**config.mk**
```make
export PLATFORM = sky130hd
export DESIGN_NAME = nto1_ddr_tx_framer_flat
export DESIGN_NICKNAME = d
export VERILOG_FILES = /design/src/rtl/nto1_ddr_tx_framer_if.sv /design/src/rtl/nto1_ddr_tx_framer.sv /design/src/flat_wrapper.sv
export SDC_FILE = /design/constraint.sdc
export NUM_CORES = 1
export LEC_CHECK = 0
export CAP_MARGIN = 20
export CORE_MARGIN = 2
export CORE_UTILIZATION = 39
export CTS_CLUSTER_DIAMETER = 80
export DETAILED_ROUTE_END_ITERATION = 6
export DONT_BUFFER_PORTS = 1
export HOLD_SLACK_MARGIN = 0.08
export SLEW_MARGIN = 10
export SYNTH_ARGS = -nofsm -noshare
export SYNTH_HDL_FRONTEND = slang
export SYNTH_SLANG_ARGS = --single-unit
```
**constraint.sdc**
```tcl
create_clock -name gclk -period 6 [get_ports gclk]
set_input_delay 0.9 -clock gclk [delete_from_list [all_inputs] [get_ports gclk]]
set_output_delay 0.9 -clock gclk [all_outputs]
set_load 0.005 [all_outputs]
```
**src/rtl/nto1_ddr_tx_framer_if.sv**
```systemverilog
// User-side and serializer-side signal bundle for the DDR transmit framer.
interface nto1_ddr_tx_framer_if #(
  parameter int unsigned S       = 8,
  parameter int unsigned D       = 4,
  parameter int unsigned FIFO_AW = 2
);

  logic [D*S-1:0]   in_data;
  logic             in_valid;
  logic             in_ready;
  logic             train_req;
  logic [D*S-1:0]   tx_data;
  logic             tx_data_vld;
  logic             training;
  logic [FIFO_AW:0] fifo_level;

  // Word source / observer side
  modport master (
    output in_data, in_valid, train_req,
    input  in_ready, tx_data, tx_data_vld, training, fifo_level
  );

  // Framer side
  modport slave (
    input  in_data, in_valid, train_req,
    output in_ready, tx_data, tx_data_vld, training, fifo_level
  );

endinterface

```
**src/rtl/nto1_ddr_tx_framer.sv**
```systemverilog
// Word-level transmit framer ahead of the DDR LVDS serializers: small FIFO,
// training bursts for far-end bitslip alignment, idle fill when no user data.
module nto1_ddr_tx_framer #(
  parameter int unsigned   S           = 8,
  parameter int unsigned   D           = 4,
  parameter logic [S-1:0]  TRAIN_PAT   = 8'h3C,
  parameter int unsigned   TRAIN_WORDS = 64,
  parameter int unsigned   FIFO_AW     = 2
) (
  input  logic gclk,
  input  logic reset,
  nto1_ddr_tx_framer_if.slave bus
);

  localparam int unsigned   DS        = D * S - 1;
  localparam int unsigned   DEPTH     = 2 ** FIFO_AW;
  localparam int unsigned   LW        = FIFO_AW + 1;
  localparam int unsigned   CW        = (TRAIN_WORDS > 1) ? $clog2(TRAIN_WORDS) : 1;
  localparam logic [DS:0]   IDLE_WORD = {D{TRAIN_PAT}};
  localparam logic [CW-1:0] CNT_LOAD  = CW'(TRAIN_WORDS - 1);

  typedef enum logic {
    ST_TRAIN = 1'b0,
    ST_RUN   = 1'b1
  } state_t;

  state_t               r_state;
  state_t               w_next_state;
  logic [CW-1:0]        r_cnt;
  logic [CW-1:0]        w_next_cnt;
  logic                 w_pop;
  logic                 w_push;
  logic                 w_not_full;

  logic [DS:0]          r_mem [DEPTH];
  logic [FIFO_AW-1:0]   r_wr_ptr;
  logic [FIFO_AW-1:0]   r_rd_ptr;
  logic [LW-1:0]        r_level;
  logic [DS:0]          r_tx_data;
  logic                 r_tx_vld;
  logic                 r_training;

  // Accept only below full; pushes during reset are discarded
  assign w_not_full   = (r_level != LW'(DEPTH));
  assign bus.in_ready = reset | w_not_full;
  assign w_push       = bus.in_valid & w_not_full & ~reset;

  // State and training counter register
  always_ff @(posedge gclk) begin
    if (reset) begin
      r_state <= ST_TRAIN;
      r_cnt   <= CNT_LOAD;
    end else begin
      r_state <= w_next_state;
      r_cnt   <= w_next_cnt;
    end
  end

  // Next state, counter and pop decision; train_req overrides everything
  always_comb begin
    w_next_state = r_state;
    w_next_cnt   = r_cnt;
    w_pop        = 1'b0;
    if (bus.train_req) begin
      w_next_state = ST_TRAIN;
      w_next_cnt   = CNT_LOAD;
    end else begin
      case (r_state)
        ST_TRAIN: begin
          if (r_cnt == '0) begin
            w_next_state = ST_RUN;
          end else begin
            w_next_cnt = r_cnt - CW'(1);
          end
        end
        ST_RUN: begin
          w_pop = (r_level != '0);
        end
        default: begin
          w_next_state = ST_TRAIN;
          w_next_cnt   = CNT_LOAD;
        end
      endcase
    end
  end

  // FIFO storage; stale contents are harmless because pointers are flushed
  always_ff @(posedge gclk) begin
    if (w_push) begin
      r_mem[r_wr_ptr] <= bus.in_data;
    end
  end

  // FIFO pointers and occupancy
  always_ff @(posedge gclk) begin
    if (reset) begin
      r_wr_ptr <= '0;
      r_rd_ptr <= '0;
      r_level  <= '0;
    end else begin
      if (w_push) begin
        r_wr_ptr <= r_wr_ptr + FIFO_AW'(1);
      end
      if (w_pop) begin
        r_rd_ptr <= r_rd_ptr + FIFO_AW'(1);
      end
      case ({w_push, w_pop})
        2'b10:   r_level <= r_level + LW'(1);
        2'b01:   r_level <= r_level - LW'(1);
        default: r_level <= r_level;
      endcase
    end
  end

  // Registered output word: popped user data, otherwise training/idle pattern
  always_ff @(posedge gclk) begin
    if (reset) begin
      r_tx_data  <= IDLE_WORD;
      r_tx_vld   <= 1'b0;
      r_training <= 1'b1;
    end else begin
      if (w_pop) begin
        r_tx_data <= r_mem[r_rd_ptr];
        r_tx_vld  <= 1'b1;
      end else begin
        r_tx_data <= IDLE_WORD;
        r_tx_vld  <= 1'b0;
      end
      r_training <= (r_state == ST_TRAIN);
    end
  end

  assign bus.tx_data     = r_tx_data;
  assign bus.tx_data_vld = r_tx_vld;
  assign bus.training    = r_training;
  assign bus.fifo_level  = r_level;

endmodule
```
**src/flat_wrapper.sv**
```systemverilog
// flat-port wrapper written by rule: the top's interface ports become plain ports
module nto1_ddr_tx_framer_flat 
#(
  parameter int unsigned   S           = 8,
  parameter int unsigned   D           = 4,
  parameter logic [S-1:0]  TRAIN_PAT   = 8'h3C,
  parameter int unsigned   TRAIN_WORDS = 64,
  parameter int unsigned   FIFO_AW     = 2
)
  (gclk, reset, bus_in_data, bus_in_valid, bus_train_req, bus_in_ready, bus_tx_data, bus_tx_data_vld, bus_training, bus_fifo_level);
  nto1_ddr_tx_framer_if #(.S(S), .D(D), .FIFO_AW(FIFO_AW)) bus_i ();
  input  logic gclk;
  input  logic reset;
  input wire logic [$bits(bus_i.in_data)-1:0] bus_in_data;
  input wire logic [$bits(bus_i.in_valid)-1:0] bus_in_valid;
  input wire logic [$bits(bus_i.train_req)-1:0] bus_train_req;
  output wire logic [$bits(bus_i.in_ready)-1:0] bus_in_ready;
  output wire logic [$bits(bus_i.tx_data)-1:0] bus_tx_data;
  output wire logic [$bits(bus_i.tx_data_vld)-1:0] bus_tx_data_vld;
  output wire logic [$bits(bus_i.training)-1:0] bus_training;
  output wire logic [$bits(bus_i.fifo_level)-1:0] bus_fifo_level;
  assign bus_i.in_data = bus_in_data;
  assign bus_i.in_valid = bus_in_valid;
  assign bus_i.train_req = bus_train_req;
  assign bus_in_ready = bus_i.in_ready;
  assign bus_tx_data = bus_i.tx_data;
  assign bus_tx_data_vld = bus_i.tx_data_vld;
  assign bus_training = bus_i.training;
  assign bus_fifo_level = bus_i.fifo_level;
  nto1_ddr_tx_framer #(.S(S), .D(D), .TRAIN_PAT(TRAIN_PAT), .TRAIN_WORDS(TRAIN_WORDS), .FIFO_AW(FIFO_AW)) u_core (.gclk(gclk), .reset(reset), .bus(bus_i));
endmodule
```
### Yosys cells after proc, flatten, opt, wreduce, memory -nomap -nowiden

Memory sizes are Yosys's and may differ from the RTL's. A register that Yosys moved wholly into a read port is not among the register bits.
Index checks and enable logic that the tools add are counted.

| storage, ports and cells | value |
|---|---|
| memories kept | 1 |
| memory bits (writable) | 128 |
| flip-flop bits (word level) | 16 |
| output and inout bits | 38 |

| cells by class | value |
|---|---|
| mux-type cells | 8 |
| bitwise operators | 7 |
| equal/unequal tests | 3 |
| reductions and logical operators | 6 |
| add/sub/neg operators | 5 |

Memories:

| name | words | width | rd ports | clocked after memory_dff | write ports | RTL line | text |
|---|---|---|---|---|---|---|---|
| u_core.r_mem | 4 | 32 | 1 | 1 | 1 | nto1_ddr_tx_framer.sv:35 | `logic [DS:0] r_mem [DEPTH];` |

Operators by type and width:

| cell | count |
|---|---|
| $mux W1 | 7 |
| $logic_not A6 Y1 | 1 |
| $pmux W3 S2 | 1 |
| $sub A6 B1 Y6 const B | 1 |
| $add A2 B1 Y2 const B | 2 |
| $not A1 Y1 | 4 |
| $reduce_or A2 Y1 | 2 |
| $add A3 B1 Y3 const B | 1 |
| $ne A3 B3 Y1 const B | 1 |
| $reduce_bool A3 Y1 | 1 |
| $sub A3 B1 Y3 const B | 1 |
| $and A1 B1 Y1 | 2 |
| $eq A2 B1 Y1 const B | 1 |
| $eq A2 B2 Y1 const B | 1 |
| $reduce_and A2 Y1 | 1 |
| $reduce_bool A2 Y1 | 1 |
| $or A1 B1 Y1 | 1 |

### Depth between registers and ports, before layout

Gate-level depths: netlist (run 1).

| logic depth | value |
|---|---|
| depth after elaboration | 5 |
| gate-level depth with buffers | 9 |

### Worst setup path before layout (run 1)

OpenSTA, ideal clock, no wires.

| timing | value |
|---|---|
| path type | input port to flip-flop |
| start | input port reset |
| end | memory u_core.r_mem[0][0] (netlist bit), enable pin |
| buffers on the path | 1 |
| path slack | 3383 ps |
| cell stages on the path | 3 |
| data required time | 5608 ps |
| arrival time | 2225 ps |
| cells stage by stage | clkbuf_1 > nor3_1 > and2_1 |

| between the ends | value |
|---|---|
| word-level cells in the longest chain between the ends | 4 |

Ends and longest elaborated chain:

| item | RTL line | text |
|---|---|---|
| start, declared | flat_wrapper.sv:13 | `input logic reset;` |
| $not A1 Y1 | nto1_ddr_tx_framer.sv:46 | `assign w_push = bus.in_valid & w_not_full & ~reset;` |
| $and A1 B1 Y1 | nto1_ddr_tx_framer.sv:46 |  |
| $mux W1 | nto1_ddr_tx_framer.sv:89 | `if (w_push) begin` |
| $mux W1 (implied by the code) | nto1_ddr_tx_framer.sv:90 | `r_mem[r_wr_ptr] <= bus.in_data;` |
| end, declared | nto1_ddr_tx_framer.sv:35 |  |

No other way between the ends.

### Worst setup path in the final report (run 1)

| timing | value |
|---|---|
| start | register u_core.r_level[2] (netlist: u_core.bus.fifo_level[2]) |
| end | register u_core.r_level[2] (netlist: u_core.bus.fifo_level[2]) |

| between the ends | value |
|---|---|
| word-level cells in the longest chain between the ends | 5 |

Ends and longest elaborated chain:

| item | RTL line | text |
|---|---|---|
| start, declared | nto1_ddr_tx_framer.sv:38 | `logic [LW-1:0] r_level;` |
| start signal, assigned | nto1_ddr_tx_framer.sv:108 | `2'b10: r_level <= r_level + LW'(1);` |
| start signal, assigned | nto1_ddr_tx_framer.sv:109 | `2'b01: r_level <= r_level - LW'(1);` |
| start signal, assigned | nto1_ddr_tx_framer.sv:110 | `default: r_level <= r_level;` |
| $ne A3 B3 Y1 or $reduce_bool A3 Y1 (tied branches) | nto1_ddr_tx_framer.sv:44, nto1_ddr_tx_framer.sv:77 |  |
| $and A1 B1 Y1 or $mux W1 (tied branches) | nto1_ddr_tx_framer.sv:46, nto1_ddr_tx_framer.sv:68 |  |
| $and A1 B1 Y1 or $mux W1 (tied branches) | nto1_ddr_tx_framer.sv:46, nto1_ddr_tx_framer.sv:64 |  |
| $eq A2 B1 Y1 or $eq A2 B2 Y1 (tied branches) | nto1_ddr_tx_framer.sv:107 | `case ({w_push, w_pop})` |
| $pmux W3 S2 or $reduce_bool A2 Y1 (tied branches) | - |  |

Parallel ways exist; a longest one is shown, timed or not.
A chain may end at the register's enable or synchronous reset.

==> run metrics, run 1 <==
clock share of power=a little over two fifths; Syn Std Cell Area=roughly 6400 µm²; Main synth FF type=edfxtp_1; Slew Viols, Final=0; Hold Buf Count CTS=0; hold crit path type=reg2reg; synthesized instance count=about 340; Initial Util=between 40% and 50%; P_leak=~2.3 nW; latest clock arrival within the worst-skew pair=approximately 0.42 ns; DRT Pass-1 Iters=4; Top delay family on crit path=simple AND/OR/NAND/NOR gates; CTS root buf=clkbuf_16; gr usage total=between 10% and 20%; CTS sink count=176; Worst R2R Path Depth=9; Die Y=approximately 130 µm; CTS resizes=0; Vias=between 2000 and 3000; drt wl/cell=19.5 µm; Synth Register Bits=176; Internal=1.97 mW; via/cell ratio=between 5 and 6; Setup CP Type=reg2reg; RSZ-0062 raised after global routing=false; PortBufs=0; Hold Crit Start=u_core.r_cnt[4]; CTS max path bufs=2; Rows=between 40 and 50; peak per-stage delay on the critical path=~0.47 ns; P_sw=slightly below 0.5 mW; post-synthesis cell type count=35; Die ar.=17500 µm²; reg2reg setup slack=between 3 and 4 ns; CP startpoint kind=flop; sequential share of the synthesized area=75.0%; area delta synth->final=12.3%; Worst EP required=around 6.4 ns; Buffers & Inverters on Critical Path=2; setup violators final=0; detailed placer's ending HPWL=around 6.7 mm; worst slew pin tran=0.931 ns; Final Critical Period=2.48 ns; antenna violations before repair=0; post-route ant nets=0; post-CTS setup buffers=0; CORE AREA=between 15000 and 20000 µm²; CP max stage cell=dfxtp_1; total congestion overflow=0; chip width=approximately 130 µm; fmax=between 400 and 500 MHz; CP Cell Sequence=nor3b_1 -> nor3_1 -> inv_1 -> ha_1 -> inv_1 -> fa_1 -> xor2_1 -> or3_1 -> a21oi_1; Max-slew headroom=37.9%; CTS tree=done; endpoint class of the critical path=flop; Inserted Diodes=0; CTS Buf Count=17; Final Cycle Share=41.4%; fraction of layout cells with a size suffix above 1=approximately 15%; Worst R2R Start=u_core.bus.fifo_level[2]; Setup Total Neg Slack=0 ns; hold path endpoint=u_core.r_cnt[4]; most used cell, CP=inv_1; Placed Area=approximately 6600 µm²; total of max-cap violations=0; vias in the first global route=between 3000 and 4000; hold depth=2; htree depth=4; Synth async-reset ratio=0%; final instance area=roughly 7200 µm²; Sw Share=between 10% and 20%; layout net count=between 300 and 400; Final Hold Violating Endpoints=0; Seq pwr share=between 50% and 60%; Routability Congestion=0.713; CP Max Fanout=6; EDFF count, synth=approximately 130; Setup Skew=between 0.007 and 0.008 ns; Critical Path Source=u_core.bus.fifo_level[2]; filler instances=around 1400; VDD IR max=0.000204 V; Worst EP arrival=around 2.8 ns; first-pass GRT wire length=~17 mm; first-iteration detailed-routing DRC count=roughly 170; reg2reg end=u_core.bus.fifo_level[2]; outcome=finished, final reports clean; largest net degree at the start of global routing=36; io pins=74; pwr dens=approximately 340 nW/µm²; # DRC=0; DRT Wirelength=around 11 mm; Comb power frac=~1.6%; CTS clk-pin slew, worst paths=~0.060 ns; syn avg cell area=approximately 19 µm²; Mapped Nets=380; number of synthesis warnings=0
## stage by stage
stage                     utilization [%]  power (mW)  hold slack, ns  instances  worst slack [ns]
after global routing                 45.1        2.52           0.522        571              3.30
after floorplan                         -        1.39           0.432        336              3.38
after CTS                            45.1        2.47           0.513        571              3.49
final                                45.1        2.45           0.507        571              3.52
after detailed placement             41.5        1.40           0.505        539              3.35
after global placement               41.5        1.40           0.487        539              3.46
## cells by family after synthesis
family | synth area share (%)
flops | 75.0
simple gates | 6.05
mux | 12.5
buf+inv | 2.27
compound gates | 2.21
fa+ha+maj | 1.68
xor+xnor | 0.273
## worst register-to-register path: cells and delay by family, from the launching register on
family                     cells  cell delay (ns)
AOI/OAI and AO/OA              1             0.14
xor gates and xnor gates       1             0.16
adders and majority gates      2             0.56
buffers and inverters          2             0.16
DFF                            1             0.47
and+or+nand+nor                3             0.93
## synthesized netlist by cell type (7+ instances only)
| library cell | count | area share (%) |
|---|---|---|
| clkbuf_1 | 9 | 0.53 |
| mux4_2 | 13 | 4.6 |
| inv_1 | 12 | 0.70 |
| or3_1 | 18 | 1.8 |
| a21oi_1 | 8 | 0.63 |
| dfxtp_1 | 48 | 15 |
| edfxtp_1 | 128 | 60 |
| o21ai_0 | 7 | 0.55 |
| ha_1 | 7 | 1.4 |
| mux4_1 | 19 | 7.8 |
| nor2_1 | 10 | 0.59 |
| and2_1 | 20 | 2.0 |
## layout make-up
class                      instances  area (µm²)  area share (%)
inverter                          12        45.0           0.626
clock buffer                      19         443            6.16
multi-input combinational        133        1480            20.5
sequential                       176        4810            66.8
tap                              216         270            3.76
clock inverter                    13         136            1.90
timing repair buffer               2        15.0           0.209
## per-layer routing
layer	vias to the layer above	share of wire [%]	GRT usage (%)
li1	1327	-	-
met1	1473	38	14.1
met2	54	54	24.2
met3	13	6.4	5.04
met4	0	2.0	6.52
met5	-	0	0
## state kept, by name, indices dropped and copies added, names as in the netlist
register and count:
u_core.r_mem 128, u_core.r_rd_ptr 2, u_core.bus.tx_data 32, u_core.bus.training 1, u_core.bus.fifo_level 3, u_core.r_state 1
u_core.r_wr_ptr 2, u_core.bus.tx_data_vld 1, u_core.r_cnt 6
## power by group through the flow
stage	Combinational, mW	Sequential (mW)	Clock, mW
2_1_floorplan	0.0286	1.36	0
3_3_place_gp	0.0383	1.36	0
3_5_place_dp	0.0393	1.36	0
4_1_cts	0.0398	1.34	1.10
5_1_grt	0.0428	1.34	1.14
6_report	0.0383	1.34	1.07
## worst max path at each step
stage                                          end  slack (ns)  depth (start not counted)
after floorplan                 u_core.r_mem[0][0]        3.38                          3
final                     u_core.bus.fifo_level[2]        3.52                          9
after detailed placement       u_core.r_mem[0][19]        3.35                          3
after global routing      u_core.bus.fifo_level[2]        3.30                          9
after CTS                 u_core.bus.fifo_level[2]        3.49                          9
after global placement         u_core.r_mem[1][16]        3.46                          3
## cells in the final DEF (no fill, tap or decap), drive strengths merged, types with 2 or more instances in the layout
cell and n:
a31oi 2, or3 18, nor2 10, ha 7, nor3 5, mux4 32
clkbuf 19, and2 20, nand2b 4, inv 15, clkinvlp 4, clkinv 4
bufinv 2, edfxtp 128, o21ai 7, o31ai 3, a21oi 8, nand3 2
buf 2, dfxtp 48, xor2 2
Note: power is estimated with default switching activity, not from simulation.
==> run 2: changes to the inputs <==
==> constraint.sdc (replaced) <==
create_clock -name gclk -period 2 [get_ports gclk]
set_input_delay 0.3 -clock gclk [delete_from_list [all_inputs] [get_ports gclk]]
set_output_delay 0.3 -clock gclk [all_outputs]
set_load 0.005 [all_outputs]
==> run 2 against run 1 <==
Sequential power rose to 3.0 times the previous value. Combinational power rose to 5.5 times the previous value. Non-clock buffer count up 50. Hold slack worse by 0.39 ns. Die area unchanged. First-iteration DRC count down 4.8%. Core utilization up 3.2 points. Critical path depth unchanged. Power rose to 2.9 times the previous value. Worst setup slack worse by 3.5 ns. Design area up 7.2%. Critical path type unchanged.
==> run metrics, run 2 (same netlist as run 1, synthesis figures left out) <==
CTS clk-pin slew, worst paths=about 0.07 ns; CP startpoint kind=flop; fmax=between 500 and 600 MHz; area delta synth->final=20.3%; utilization after layout=slightly below 50%; Top Layer Used=met4; Sw Share=20.1%; most frequent cells in the layout=128 x edfxtp_1, 44 x dfxtp_1, 35 x dlygate4sd3_1; Placed Area=~6800 µm²; Setup Skew=~0.0095 ns; most common cell after layout, fill and taps aside=edfxtp_1; largest net degree at the start of global routing=33; Initial Util=approximately two fifths; DR WL met2=5.83 mm; Final Hold Violating Endpoints=0; Die Y=roughly 130 µm; CTS max path bufs=2; DRT Pass-1 Iters=4; VDD IR max=about 0.00057 V; Setup CP Type=reg2reg; Seq pwr share=a little under three fifths; Die ar.=between 15000 and 20000 µm²; drt wl/cell=between 15 and 20 µm; vias in the first global route=roughly 3100; setup violators final=0; P_leak=between 2 and 3 nW; Vias=3092; CP Max Fanout=6; final instance area=7710 µm²; Slew Viols, Final=0; PortBufs=0; post-route ant nets=0; fraction of layout cells with a size suffix above 1=18.5%; layout net count=around 440; CTS root buf=clkbuf_16; Worst EP required=2.35 ns; metal1 wirelength=4.81 mm; CP max stage cell=dfxtp_4; pre-CTS setup slack=about 0.028 ns; Routability Congestion=approximately 0.71; Final Critical Period=between 1.5 and 2 ns; total congestion overflow=0; WHS=between 0.1 and 0.15 ns; Comb power frac=a little under 3%; outcome=finished, final reports clean; PnR worst setup slack=0.0598 ns; via/cell ratio=between 4 and 5; max reg flops=about 130; CORE AREA=between 15000 and 20000 µm²; Max-slew headroom=49.6%; DRT Wirelength=approximately 11 mm; Final Instance Count excl. Fillers=approximately 620; P_sw=roughly 1.4 mW; met3 WL=between 400 and 500 µm; Inserted Diodes=0; Worst EP arrival=about 2.3 ns; gr usage total=a little over an eighth; peak per-stage delay on the critical path=approximately 0.37 ns; Setup Total Neg Slack=0 ns; Final Cycle Share=about 97%; # DRC=0; CTS tree=done; io pins=74; latest clock arrival within the worst-skew pair=approximately 0.42 ns; chip width=~130 µm; hold crit path type=in2reg; total of max-cap violations=0; htree depth=4; worst slew pin tran=0.756 ns; CP Cell Sequence=nor3b_4 -> nor3_2 -> inv_1 -> ha_2 -> inv_2 -> fa_2 -> xor2_1 -> or3_1 -> a21oi_1; clock share of power=a little over two fifths; register name with the most flops=u_core.r_mem; first-iteration detailed-routing DRC count=160; detailed placer's ending HPWL=approximately 6.4 mm; CTS sink count=between 150 and 200; Rows=46; Post-Place Cells=around 550; Internal=a little under 6 mW; endpoint class of the critical path=flop; antenna violations before repair=0; pwr dens=937 nW/µm²; CTS Buf Count=17; total power=7.22 mW; first-pass GRT wire length=17.7 mm
## run 2: cell count changes in the layout (fill, tap and decap cells not counted), sizes merged, moves of 2 or more
cell	delta
clkinv	+3
buf	+15
dlygate4sd3	+35
bufinv	-2
## run 2: critical path, delay by kind of cell (launching register included)
family / cells / cell delay [ns]
fa+ha+maj: 2 / 0.51
simple gates: 3 / 0.61
xor+xnor: 1 / 0.15
buf+inv: 2 / 0.11
flops: 1 / 0.37
compound gates: 1 / 0.12
## run 2: worst paths after layout
check	endpoint	startpoint	cells past startpoint	slack [ns]
max	u_core.bus.fifo_level[2]	u_core.bus.fifo_level[1]	9	0.06
min	u_core.r_rd_ptr[0]	bus_train_req	2	0.12
max reg2reg	u_core.bus.fifo_level[2]	u_core.bus.fifo_level[1]	9	0.06
min reg2reg	u_core.r_cnt[4]	u_core.r_cnt[4]	2	0.52
## run 2: area by class of cell
| class | count | area, µm² |
|---|---|---|
| clock buffers | 20 | 467 |
| clock inverters | 12 | 83.8 |
| fillers | 1334 | 8240 |
| inverters | 12 | 45.0 |
| multi-input cells | 133 | 1490 |
| flip-flops and latches | 176 | 4810 |
| well taps | 216 | 270 |
| repair buffers | 52 | 541 |
## run 2: routing by layer
layer / track usage [%] / up-vias
met4: 6.28 / 0
met5: 0 / -
met2: 22.9 / 58
met1: 16.3 / 1589
met3: 4.34 / 14
li1: - / 1431
## run 2: timing repair
action | CTS | global route
resized for setup | 0 | 6
hold endpoints to repair | 138 | 0
setup buffers | 0 | 0
hold buffers | 35 | 0
endpoints found under the setup margin | 0 | 1
## run 2: power by group through the flow
stage	logic (mW)	registers, mW	clock network (mW)
5_1_grt	0.235	4.01	3.24
4_1_cts	0.215	4.00	3.09
3_3_place_gp	0.129	4.08	0
3_5_place_dp	0.130	4.08	0
6_report	0.212	4.00	3.00
2_1_floorplan	0.0864	4.08	0
==> run 3: changes to the inputs <==
==> constraint.sdc (replaced) <==
create_clock -name gclk -period 2.36 [get_ports gclk]
set_input_delay 0.354 -clock gclk [delete_from_list [all_inputs] [get_ports gclk]]
set_output_delay 0.354 -clock gclk [all_outputs]
set_load 0.005 [all_outputs]
==> run 3 against run 2 <==
Combinational power down 17%. Routed wire length up 0.79%. Design area down 0.44%. Critical endpoint unchanged. Largest power group unchanged.
==> run metrics, run 3 (same netlist as run 1, synthesis figures left out) <==
Worst EP required=2.71 ns; layout net count=between 400 and 500; CTS resizes=0; chip width=about 130 µm; Hold Buf Count CTS=35; Top delay family on crit path=simple AND/OR/NAND/NOR gates; clock share of power=43.6%; largest net degree at the start of global routing=35; most used cell, CP=inv_1; Setup CP Type=reg2reg; gr usage total=13.9%; Sw Share=~20%; most frequent cells in the layout=128 x edfxtp_1, 46 x dfxtp_1, 35 x dlygate4sd3_1; drt wl/cell=around 19 µm; worst slew pin tran=0.903 ns; io pins=74; met2 usage=23.4%; Slew Viols, Final=0; fmax=between 400 and 500 MHz; CTS root buf=clkbuf_16; post-CTS setup buffers=0; max reg flops=128; total of max-cap violations=0; Rows=46; via/cell ratio=5.00; outcome=finished, final reports clean; CTS Buf Count=17; CORE AREA=approximately 16000 µm²; register name with the most flops=u_core.r_mem; Die ar.=17500 µm²; Setup Total Neg Slack=0 ns; vias in the first global route=3202; met3 Usage GRT=under 10%; DRT Pass-1 Iters=4; Vias=roughly 3100; CP startpoint kind=flop; CTS sink count=~180; Final Cycle Share=93.8%; RSZ-0062 raised after global routing=false; P_leak=between 2 and 3 nW; Inserted Diodes=0; P_sw=~1.3 mW; Buffers & Inverters on Critical Path=2; total congestion overflow=0; # DRC=0; endpoint class of the critical path=flop; reg2reg end=u_core.bus.fifo_level[2]; most common cell after layout, fill and taps aside=edfxtp_1; CTS tree=done; filler instances=approximately 1300; peak per-stage delay on the critical path=0.39 ns; Final Critical Period=2.21 ns; WHS=approximately 0.11 ns; latest clock arrival within the worst-skew pair=between 0.4 and 0.5 ns; CP max stage cell=dfxtp_1; Seq pwr share=a little over half; Die Y=132 µm; VDD IR max=0.000474 V; CTS clk-pin slew, worst paths=around 0.06 ns; htree depth=4; Final Hold Violating Endpoints=0; area delta synth->final=19.8%; fraction of layout cells with a size suffix above 1=between 10% and 20%; Comb power frac=between 2 and 3%; Storage cell area=between 4000 and 5000 µm²; met1 Usage GRT=16.3%; CTS max path bufs=2; antenna violations before repair=0; Initial Util=between 40 and 50%; reg2reg setup slack=between 0.1 and 0.15 ns; CP Cell Sequence=nor3b_1 -> nor3_1 -> inv_1 -> ha_1 -> inv_1 -> fa_1 -> xor2_1 -> or3_1 -> a21oi_1; area of the multi-input gates=~1500 µm²; Worst R2R Start=u_core.bus.fifo_level[0]; Hold Crit Start=bus_in_valid; PortBufs=0; DRT Wirelength=roughly 11 mm; setup violators final=0; detailed placer's ending HPWL=between 6 and 7 mm; pwr dens=about 800 nW/µm²; Routability Congestion=0.679; Worst R2R Path Depth=9; hold path endpoint=u_core.r_wr_ptr[1]; GRT Max-Usage Layer=met2; post-route ant nets=0; Max-slew headroom=39.8%; Setup Skew=around 0.0092 ns; Worst EP arrival=2.56 ns; hold crit path type=in2reg; Internal=between 5 and 6 mW; first-pass GRT wire length=roughly 18 mm; CP Max Fanout=6; hold depth=2; first-iteration detailed-routing DRC count=between 150 and 200
## run 3: cell types whose count changed in the layout (fill, tap and decap cells not counted), moves of 2 or more
| cell | previous run | this run |
|---|---|---|
| buf_4 | 12 | 8 |
| bufinv_16 | 0 | 2 |
| clkbuf_8 | 3 | 0 |
| clkinvlp_4 | 3 | 0 |
| dfxtp_1 | 44 | 46 |
| inv_6 | 2 | 4 |
## run 3: area by class of cell
class                   instances  share of cell area [%]
clock inverters                15                    2.07
well taps                     216                    3.52
multi-input cells             133                    19.2
repair buffers                 47                    6.39
inverters                      12                   0.587
flip-flops and latches        176                    62.7
clock buffers                  17                    5.54
## run 3: through the flow
step                cells  cell area, µm²  setup slack, ns  util, %  total power, mW
global route          616            7670           0.0255     48.1             6.53
CTS                   616            7670            0.123     48.1             6.38
detailed placement    549            6740            0.147     42.3             3.57
finish                616            7670            0.146     48.1             6.32
global placement      549            6740            0.326     42.3             3.56
floorplan             336            6410            0.270        -             3.53
## run 3: worst max path at each step
| stage | start | to | slack (ns) | depth (start not counted) |
|---|---|---|---|---|
| after detailed placement | u_core.bus.fifo_level[0] | u_core.bus.fifo_level[2] | 0.15 | 9 |
| after global routing | u_core.bus.fifo_level[0] | u_core.bus.fifo_level[2] | 0.03 | 9 |
| after CTS | u_core.bus.fifo_level[0] | u_core.bus.fifo_level[2] | 0.12 | 9 |
| final | u_core.bus.fifo_level[0] | u_core.bus.fifo_level[2] | 0.15 | 9 |
| after global placement | u_core.bus.fifo_level[0] | u_core.bus.fifo_level[2] | 0.33 | 9 |
| after floorplan | u_core.bus.fifo_level[2] | u_core.bus.fifo_level[2] | 0.27 | 9 |
## run 3: power by group through the flow
stage	logic (mW)	clock network (mW)	registers (mW)
after global placement	0.107	0	3.46
after global routing	0.197	2.94	3.39
after detailed placement	0.108	0	3.46
after floorplan	0.0726	0	3.46
final	0.177	2.75	3.39
after CTS	0.180	2.81	3.39
## run 3: routing by layer
metal	up-vias	part of all wire [%]	routed length (µm)
li1	1427	-	-
met1	1577	41	4730
met2	65	52	5950
met3	10	5.4	623
met4	0	1.3	151
met5	-	0	0
